**config.mk**
```make
export PLATFORM = sky130hd
export DESIGN_NAME = quad_sum_unpack
export DESIGN_NICKNAME = d
export VERILOG_FILES = /design/src/rtl/quad_sum_pkg.sv /design/src/rtl/quad_word_fifo2.sv /design/src/rtl/quad_sum_unpack.sv
export SDC_FILE = /design/constraint.sdc
export NUM_CORES = 1
export LEC_CHECK = 0
export ABC_CLOCK_PERIOD_IN_PS = 4300
export BUFFER_PORTS_ARGS = -buffer_cell sky130_fd_sc_hd__buf_4
export CAP_MARGIN = 25
export CORE_ASPECT_RATIO = 1.4
export CORE_MARGIN = 3
export CORE_UTILIZATION = 48
export DETAILED_ROUTE_END_ITERATION = 16
export PLACE_DENSITY = 0.81
export SLEW_MARGIN = 25
export SYNTH_ARGS = -nofsm -noshare
export SYNTH_HDL_FRONTEND = slang
export SYNTH_SLANG_ARGS = --single-unit
```
**constraint.sdc**
```tcl
create_clock -name CLK -period 4.3 [get_ports CLK]
set_input_delay 0.215 -clock CLK [delete_from_list [all_inputs] [get_ports CLK]]
set_output_delay 0.215 -clock CLK [all_outputs]
set_load 0.01 [all_outputs]
```
**src/rtl/quad_sum_pkg.sv**
```systemverilog
// Shared constants, payload type and lane helpers for the quad SIMD adder
// datapath. The adder wrapper and the unpacker both import this package so
// that lane width, lane count and the saturation value stay in one place.
package quad_sum_pkg;

    localparam int unsigned LANE_W     = 12;
    localparam int unsigned NLANES     = 4;
    localparam int unsigned SUM_W      = LANE_W + 1;
    localparam int unsigned WORD_W     = LANE_W * NLANES;
    localparam int unsigned IDX_W      = $clog2(NLANES);
    localparam int unsigned OVF_W      = 16;
    localparam int unsigned FIFO_DEPTH = 2;

    localparam logic [SUM_W-1:0] SAT_VALUE = 13'h0FFF;
    localparam logic [OVF_W-1:0] OVF_MAX   = '1;

    // One adder result word: four lane carries on top of the packed lane sums.
    typedef struct packed {
        logic [NLANES-1:0] carry;
        logic [WORD_W-1:0] p;
    } sum_word_t;

    typedef logic [IDX_W-1:0] lane_idx_t;

    // Raw 13-bit lane sum {carry_k, p_k} for lane idx of a word.
    function automatic logic [SUM_W-1:0] lane_sum(input sum_word_t w, input lane_idx_t idx);
        logic [LANE_W-1:0] lane;
        lane = '0;
        for (int unsigned k = 0; k < NLANES; k++) begin
            if (idx == IDX_W'(k)) begin
                lane = w.p[k*LANE_W +: LANE_W];
            end
        end
        return {w.carry[idx], lane};
    endfunction

    // Clamp a carry-set lane sum to the largest 12-bit value.
    function automatic logic [SUM_W-1:0] lane_clamp(input logic [SUM_W-1:0] s);
        return s[SUM_W-1] ? SAT_VALUE : s;
    endfunction

endpackage

```
**src/rtl/quad_word_fifo2.sv**
```systemverilog
// Two-entry synchronous word buffer between the adder and the lane replay.
// Occupancy-counted full/empty; a push while full is dropped even if the
// head pops in the same cycle (no pass-through), so the writer must honour
// full_o.
//   clk_i   : clock, rising edge
//   rst_i   : synchronous active-high reset, empties the buffer
//   push_i  : write data_i at the tail
//   data_i  : word to store
//   pop_i   : retire the head entry
//   head_o  : current head entry (valid while empty_o is low)
//   full_o  : occupancy == depth
//   empty_o : occupancy == 0
module quad_word_fifo2
    import quad_sum_pkg::*;
(
    input  logic      clk_i,
    input  logic      rst_i,
    input  logic      push_i,
    input  sum_word_t data_i,
    input  logic      pop_i,
    output sum_word_t head_o,
    output logic      full_o,
    output logic      empty_o
);

    localparam int unsigned CNT_W = $clog2(FIFO_DEPTH + 1);
    localparam int unsigned PTR_W = $clog2(FIFO_DEPTH);

    sum_word_t        mem_q [FIFO_DEPTH];
    logic [PTR_W-1:0] wr_ptr_q, wr_ptr_d;
    logic [PTR_W-1:0] rd_ptr_q, rd_ptr_d;
    logic [CNT_W-1:0] count_q, count_d;
    logic             do_push;
    logic             do_pop;

    // Guards decided from registered occupancy only.
    assign do_push = push_i && (count_q != CNT_W'(FIFO_DEPTH));
    assign do_pop  = pop_i && (count_q != '0);

    // Pointer and occupancy next state.
    always_comb begin
        wr_ptr_d = wr_ptr_q;
        rd_ptr_d = rd_ptr_q;
        count_d  = count_q;
        if (do_push) begin
            wr_ptr_d = wr_ptr_q + PTR_W'(1);
        end
        if (do_pop) begin
            rd_ptr_d = rd_ptr_q + PTR_W'(1);
        end
        unique case ({do_push, do_pop})
            2'b10:   count_d = count_q + CNT_W'(1);
            2'b01:   count_d = count_q - CNT_W'(1);
            default: count_d = count_q;
        endcase
    end

    // Control state.
    always_ff @(posedge clk_i) begin
        if (rst_i) begin
            wr_ptr_q <= '0;
            rd_ptr_q <= '0;
            count_q  <= '0;
        end else begin
            wr_ptr_q <= wr_ptr_d;
            rd_ptr_q <= rd_ptr_d;
            count_q  <= count_d;
        end
    end

    // Storage needs no reset; contents are only observed while non-empty.
    always_ff @(posedge clk_i) begin
        if (do_push) begin
            mem_q[wr_ptr_q] <= data_i;
        end
    end

    assign head_o  = mem_q[rd_ptr_q];
    assign full_o  = (count_q == CNT_W'(FIFO_DEPTH));
    assign empty_o = (count_q == '0);

endmodule

```
**src/rtl/quad_sum_unpack.sv**
```systemverilog
// Replays one packed quad-adder result word as four consecutive 13-bit lane
// sums, lane 0 first, with a two-word buffer to absorb downstream stalls.
// With SATURATE set, carry-set lanes are clamped to 12 bits and each clamped
// lane is counted once, on the cycle it is handed off.
//   CLK        : clock, rising edge
//   RST        : synchronous active-high reset
//   P_IN       : packed lane sums, lane k at [12k +: 12]
//   CARRY_IN   : lane carries, bit k for lane k
//   P_VALID    : word offered
//   P_READY    : word accepted this cycle when P_VALID is high
//   LANE_OUT   : current lane sum (0 while LANE_VALID is low)
//   LANE_IDX   : lane number of LANE_OUT
//   LANE_LAST  : LANE_OUT is lane 3
//   LANE_VALID : LANE_OUT valid
//   LANE_READY : downstream takes LANE_OUT
//   OVF_COUNT  : clamped-lane handoffs since reset, sticks at all-ones
module quad_sum_unpack
    import quad_sum_pkg::*;
#(
    parameter bit SATURATE = 1'b0
) (
    input  logic              CLK,
    input  logic              RST,
    input  logic [WORD_W-1:0] P_IN,
    input  logic [NLANES-1:0] CARRY_IN,
    input  logic              P_VALID,
    output logic              P_READY,
    output logic [SUM_W-1:0]  LANE_OUT,
    output logic [IDX_W-1:0]  LANE_IDX,
    output logic              LANE_LAST,
    output logic              LANE_VALID,
    input  logic              LANE_READY,
    output logic [OVF_W-1:0]  OVF_COUNT
);

    sum_word_t        in_word;
    sum_word_t        head;
    logic             fifo_full;
    logic             fifo_empty;
    logic             push;
    logic             pop;
    logic             lane_hs;
    logic             at_last_lane;
    logic [SUM_W-1:0] lane_raw;
    logic             lane_carry;
    logic             count_ovf;

    lane_idx_t        idx_q, idx_d;
    logic [OVF_W-1:0] ovf_q, ovf_d;

    assign in_word.carry = CARRY_IN;
    assign in_word.p     = P_IN;

    // Readiness depends only on buffer occupancy and reset, never on LANE_READY.
    assign P_READY = ~fifo_full & ~RST;
    assign push    = P_VALID & P_READY;

    quad_word_fifo2 u_fifo (
        .clk_i   (CLK),
        .rst_i   (RST),
        .push_i  (push),
        .data_i  (in_word),
        .pop_i   (pop),
        .head_o  (head),
        .full_o  (fifo_full),
        .empty_o (fifo_empty)
    );

    // Lane handoff; the head word retires with its last lane.
    assign lane_hs      = LANE_VALID & LANE_READY;
    assign at_last_lane = (idx_q == IDX_W'(NLANES - 1));
    assign pop          = lane_hs & at_last_lane;

    assign lane_raw   = lane_sum(head, idx_q);
    assign lane_carry = lane_raw[SUM_W-1];
    assign count_ovf  = SATURATE && lane_hs && lane_carry;

    // Lane counter and overflow counter next state.
    always_comb begin
        idx_d = idx_q;
        ovf_d = ovf_q;
        if (lane_hs) begin
            idx_d = at_last_lane ? '0 : idx_q + IDX_W'(1);
        end
        if (count_ovf && (ovf_q != OVF_MAX)) begin
            ovf_d = ovf_q + OVF_W'(1);
        end
    end

    always_ff @(posedge CLK) begin
        if (RST) begin
            idx_q <= '0;
            ovf_q <= '0;
        end else begin
            idx_q <= idx_d;
            ovf_q <= ovf_d;
        end
    end

    // Lane outputs come from registered state through the head mux only.
    always_comb begin
        LANE_OUT = '0;
        if (LANE_VALID) begin
            LANE_OUT = SATURATE ? lane_clamp(lane_raw) : lane_raw;
        end
    end

    assign LANE_VALID = ~fifo_empty;
    assign LANE_IDX   = idx_q;
    assign LANE_LAST  = LANE_VALID & at_last_lane;
    assign OVF_COUNT  = ovf_q;

endmodule

```
==> results.md <==
Setup path:
- The required time at the endpoint of the critical path is between 4 and 5 ns.
- The type of origin of the critical path is a flop.
- The critical path is of the flop to output port type.
- Along the worst path, the maximum fanout reaches 13.
- The data arrival at the endpoint of the critical path is 2.65 ns.
- The nature of the critical path endpoint is an output port.

Floorplanning:
- For this configuration, the core starts out at a cell density of between 50 and 60%.
- The vertical die dimension is roughly 120 µm.
- The floorplan die width is 88.8 µm.
- The core region is 9180 µm².
- The top-level port count is 90.
- The floorplan step defined a die boundary enclosing 10800 µm².
- The number of core rows is 41.

Clock network:
- Once the clock tree was built, the setup fixing pass inserted 0 buffers.
- Clock-pin slew was measured on the worst setup and hold paths at roughly 0.07 ns.
- The cts-stage hold buffer count is 0.
- The number of clock buffers added by TritonCTS is 9.
- The H-tree generated during clock tree synthesis spans 3 levels.
- The maximum count of clock buffers along a single path is 2.
- TritonCTS built the clock tree.
- For the worst-skew pair, the clock arrives at the later sink with an insertion delay of about 0.34 ns.
- The buffer cell driving the clock tree root is sky130_fd_sc_hd__clkbuf_16.
- The total number of clock tree sinks is between 100 and 150.
- Once the clock tree was built, the resizer swapped 0 gates to a different size.

Synth:
- The most common cell in the synthesized netlist is sky130_fd_sc_hd__edfxtp_1.
- The synthesized netlist contains 32 unique library cells.
- The share of flip-flops with an asynchronous set or reset is 0%.
- The synthesis-stage register bit count is roughly 110.
- The cell count after synthesis came out at ~270.
- After synthesis the cells add up to between 4000 and 5000 µm².
- In the synthesized netlist the dominant register cell turns out to be sky130_fd_sc_hd__edfxtp_1.
- By count the netlist is led by 104 x sky130_fd_sc_hd__edfxtp_1, 25 x sky130_fd_sc_hd__mux2i_1, 24 x sky130_fd_sc_hd__mux2_2.
- By area the synthesized netlist is led by sky130_fd_sc_hd__edfxtp_1 68%, sky130_fd_sc_hd__mux2_2 5.9%, sky130_fd_sc_hd__mux2i_1 5.4%.
- Yosys printed 0 warnings.
- The synthesized area per cell is around 17 µm².
- Sequential cells were found to cover between 70% and 80% of the synthesized design area.
- The top-area cell type share of the netlist area is between 60% and 70%.
- The biggest area contributor in the post-synthesis netlist is sky130_fd_sc_hd__edfxtp_1.
- The number of synthesized flops with an enable pin is 104.

Global route:
- For this run the aggregate overflow at the end of global routing stands at 0.
- The overall track demand over capacity in global routing is between 15 and 20%.
- The initial antenna violation count came to 0.
- The first global-routing pass estimated 12900 µm of wire.
- The via count of the first global-routing pass is roughly 2600.
- Entering global routing, the biggest net connects 53 pins.

Layout:
- 0 antenna diodes ended up in the layout.
- The multi-input combinational cell area is 1140 µm².
- After the flow finishes, the layout carries non-filler instances totaling 456.
- The area of all sequential standard cells is ~3300 µm².
- From synthesis to final layout, the design area changed by 18.3%.
- Of the cells placed in the final design, the portion with a size suffix greater than 1 is between 30% and 40%.
- For this run, the post-layout net count is about 410.
- The layout filler cell count is 696.

STA:
- Hold is met by about 0.056 ns.
- The final worst clock skew is 0.00537 ns.
- The final total negative setup slack is 0 ns.
- For the pin with the worst max-slew slack, the measured transition is slightly above 0.9 ns.
- The number of hold-slack violations in the final timing report came to 0.
- Setup repair after global routing left no endpoint under its margin.
- The number of endpoints failing setup at the final stage is 0.
- Of the available clock period, the critical path in the final layout requires about two thirds.
- The max-slew violation count was 0.
- Measured against its own limit, the worst slew margin works out to 38.2%.
- Counting I/O delays and the setup requirement, the final critical path takes about 2.9 ns.
- Based on the critical path, the design can be clocked at up to between 300 and 400 MHz.

Pwr:
- The share of power burned in the clock network is between 30% and 40%.
- Across the VDD grid, the largest voltage drop is 0.000240 V.
- The share of total power dissipated in sequential elements is ~55%.
- Summed over all nets, the switching power comes to 451 µW.
- The fraction of power spent switching nets is between 10% and 20%.
- In this run the power density over the cells is around 420 nW/µm².
- The leakage power is around 0.0020 µW.
- Combinational logic burns 7.7% of the power.
- The cell-internal power is between 1500 and 2000 µW.

Place:
- The half-perimeter wire length after placement is between 5000 and 6000 µm.
- The number of input and output port buffers inserted is 73.
- The number of placed instances with taps included is roughly 440.
- The congestion estimate from routability-driven global placement came to 0.736.

Route:
- The total vias in the final route is 2467.
- After detailed routing, the average wire length per cell comes to approximately 18 µm.
- Before antenna repair, the detailed router went through 4 iterations.
- The via-per-instance ratio is about 5.4.
- The remaining routing DRC violations is 0.
- For this block, the routed nets add up to ~8300 µm of wire.
- The initial DRC count is 80.
- The number of nets still failing antenna checks after routing is 0.

Min path:
- The min-delay analysis places its worst path in the category input pin to flop.

Run status:
- The run finished with clean final reports.

Flow run:
- The number of max-capacitance violations reported is 0.
-- critical path: stages, from the launching register on --
cell and delay (ns):
sky130_fd_sc_hd__dfxtp_1 0.45, sky130_fd_sc_hd__inv_1 0.11, sky130_fd_sc_hd__ha_1 0.39, sky130_fd_sc_hd__nor2b_1 0.77, sky130_fd_sc_hd__a22oi_1 0.18, sky130_fd_sc_hd__a21oi_1 0.26, sky130_fd_sc_hd__buf_4 0.16
-- power groups by stage --
| stage | clock (µW) | combinational [µW] | sequential (µW) |
|---|---|---|---|
| floorplan | 0 | 96.5 | 1260 |
| global placement | 0 | 167 | 1260 |
| detailed placement | 0 | 174 | 1260 |
| CTS | 870 | 175 | 1230 |
| global route | 911 | 190 | 1240 |
| finish | 854 | 173 | 1230 |
-- metrics by stage --
step / instance area (µm²) / setup slack [ns] / total power [µW] / util [%]
finish: 5450 / 1.43 / 2260 / 59.3
global route: 5450 / 1.19 / 2340 / 59.3
CTS: 5440 / 1.39 / 2280 / 59.2
detailed placement: 5120 / 1.77 / 1430 / 55.8
global placement: 5120 / 1.81 / 1420 / 55.8
floorplan: 4660 / 1.86 / 1350 / -
-- flip-flops by register name (all words and copies together) (netlist names), named ones only --
signal,flops
u_fifo.count_q,2
LANE_IDX,2
u_fifo.wr_ptr_q,1
u_fifo.mem_q,104
u_fifo.rd_ptr_q,1
-- per-layer routing --
| metal | global-route usage (%) | up-vias | wire [µm] | share of wire [%] |
|---|---|---|---|---|
| met5 | 0 | - | 0 | 0 |
| met4 | 8.32 | 0 | 276 | 3.3 |
| met3 | 3.72 | 20 | 436 | 5.2 |
| met2 | 26.7 | 86 | 4260 | 51 |
| met1 | 19.1 | 1189 | 3350 | 40 |
| li1 | - | 1172 | - | - |
-- path summary, 6_finish.rpt --
kind                        start            endpoint  slack [ns]  cells past startpoint
hold reg to reg   u_fifo.wr_ptr_q     u_fifo.wr_ptr_q        0.49                      2
setup / recovery      LANE_IDX[1]         LANE_OUT[8]        1.43                      6
setup reg to reg      LANE_IDX[0]   u_fifo.count_q[1]        2.01                      6
hold / removal            P_IN[5]  u_fifo.mem_q[1][5]        0.06                      1
-- placed cells by master, fill, tap and decap left out, types with 2 or more instances in the layout --
| cell type | instances |
|---|---|
| sky130_fd_sc_hd__mux2_2 | 24 |
| sky130_fd_sc_hd__mux2i_1 | 25 |
| sky130_fd_sc_hd__ha_1 | 5 |
| sky130_fd_sc_hd__inv_1 | 5 |
| sky130_fd_sc_hd__or3_1 | 3 |
| sky130_fd_sc_hd__conb_1 | 16 |
| sky130_fd_sc_hd__bufinv_16 | 2 |
| sky130_fd_sc_hd__nor2b_1 | 4 |
| sky130_fd_sc_hd__dfxtp_1 | 6 |
| sky130_fd_sc_hd__a22oi_1 | 12 |
| sky130_fd_sc_hd__clkbuf_16 | 9 |
| sky130_fd_sc_hd__a2111oi_0 | 2 |
| sky130_fd_sc_hd__nor2_1 | 7 |
| sky130_fd_sc_hd__a21oi_1 | 15 |
| sky130_fd_sc_hd__a221o_1 | 12 |
| sky130_fd_sc_hd__clkinv_2 | 3 |
| sky130_fd_sc_hd__buf_4 | 75 |
| sky130_fd_sc_hd__xor2_1 | 2 |
| sky130_fd_sc_hd__edfxtp_1 | 104 |
-- cell families (layout without fill, tap and decap cells) --
family	Yosys count	count (layout)	synth area share, %
compound gates	45	45	7.12
xor+xnor	3	3	0.571
fa+ha+maj	5	5	1.36
buf+inv	36	98	5.66
flops	111	111	70.9
mux	50	50	11.9
other cells	1	16	0.0815
simple gates	21	21	2.42
-- cell type report --
type                            instances  area share (%)
Multi-Input combinational cell        140            20.9
Tap cell                              107            2.46
Clock inverter                          7            1.61
Sequential cell                       111            59.9
Clock buffer                            9            4.14
Timing Repair Buffer                   76            10.5
Inverter                                6           0.460
No activity file was read; power rests on OpenSTA's default activity.
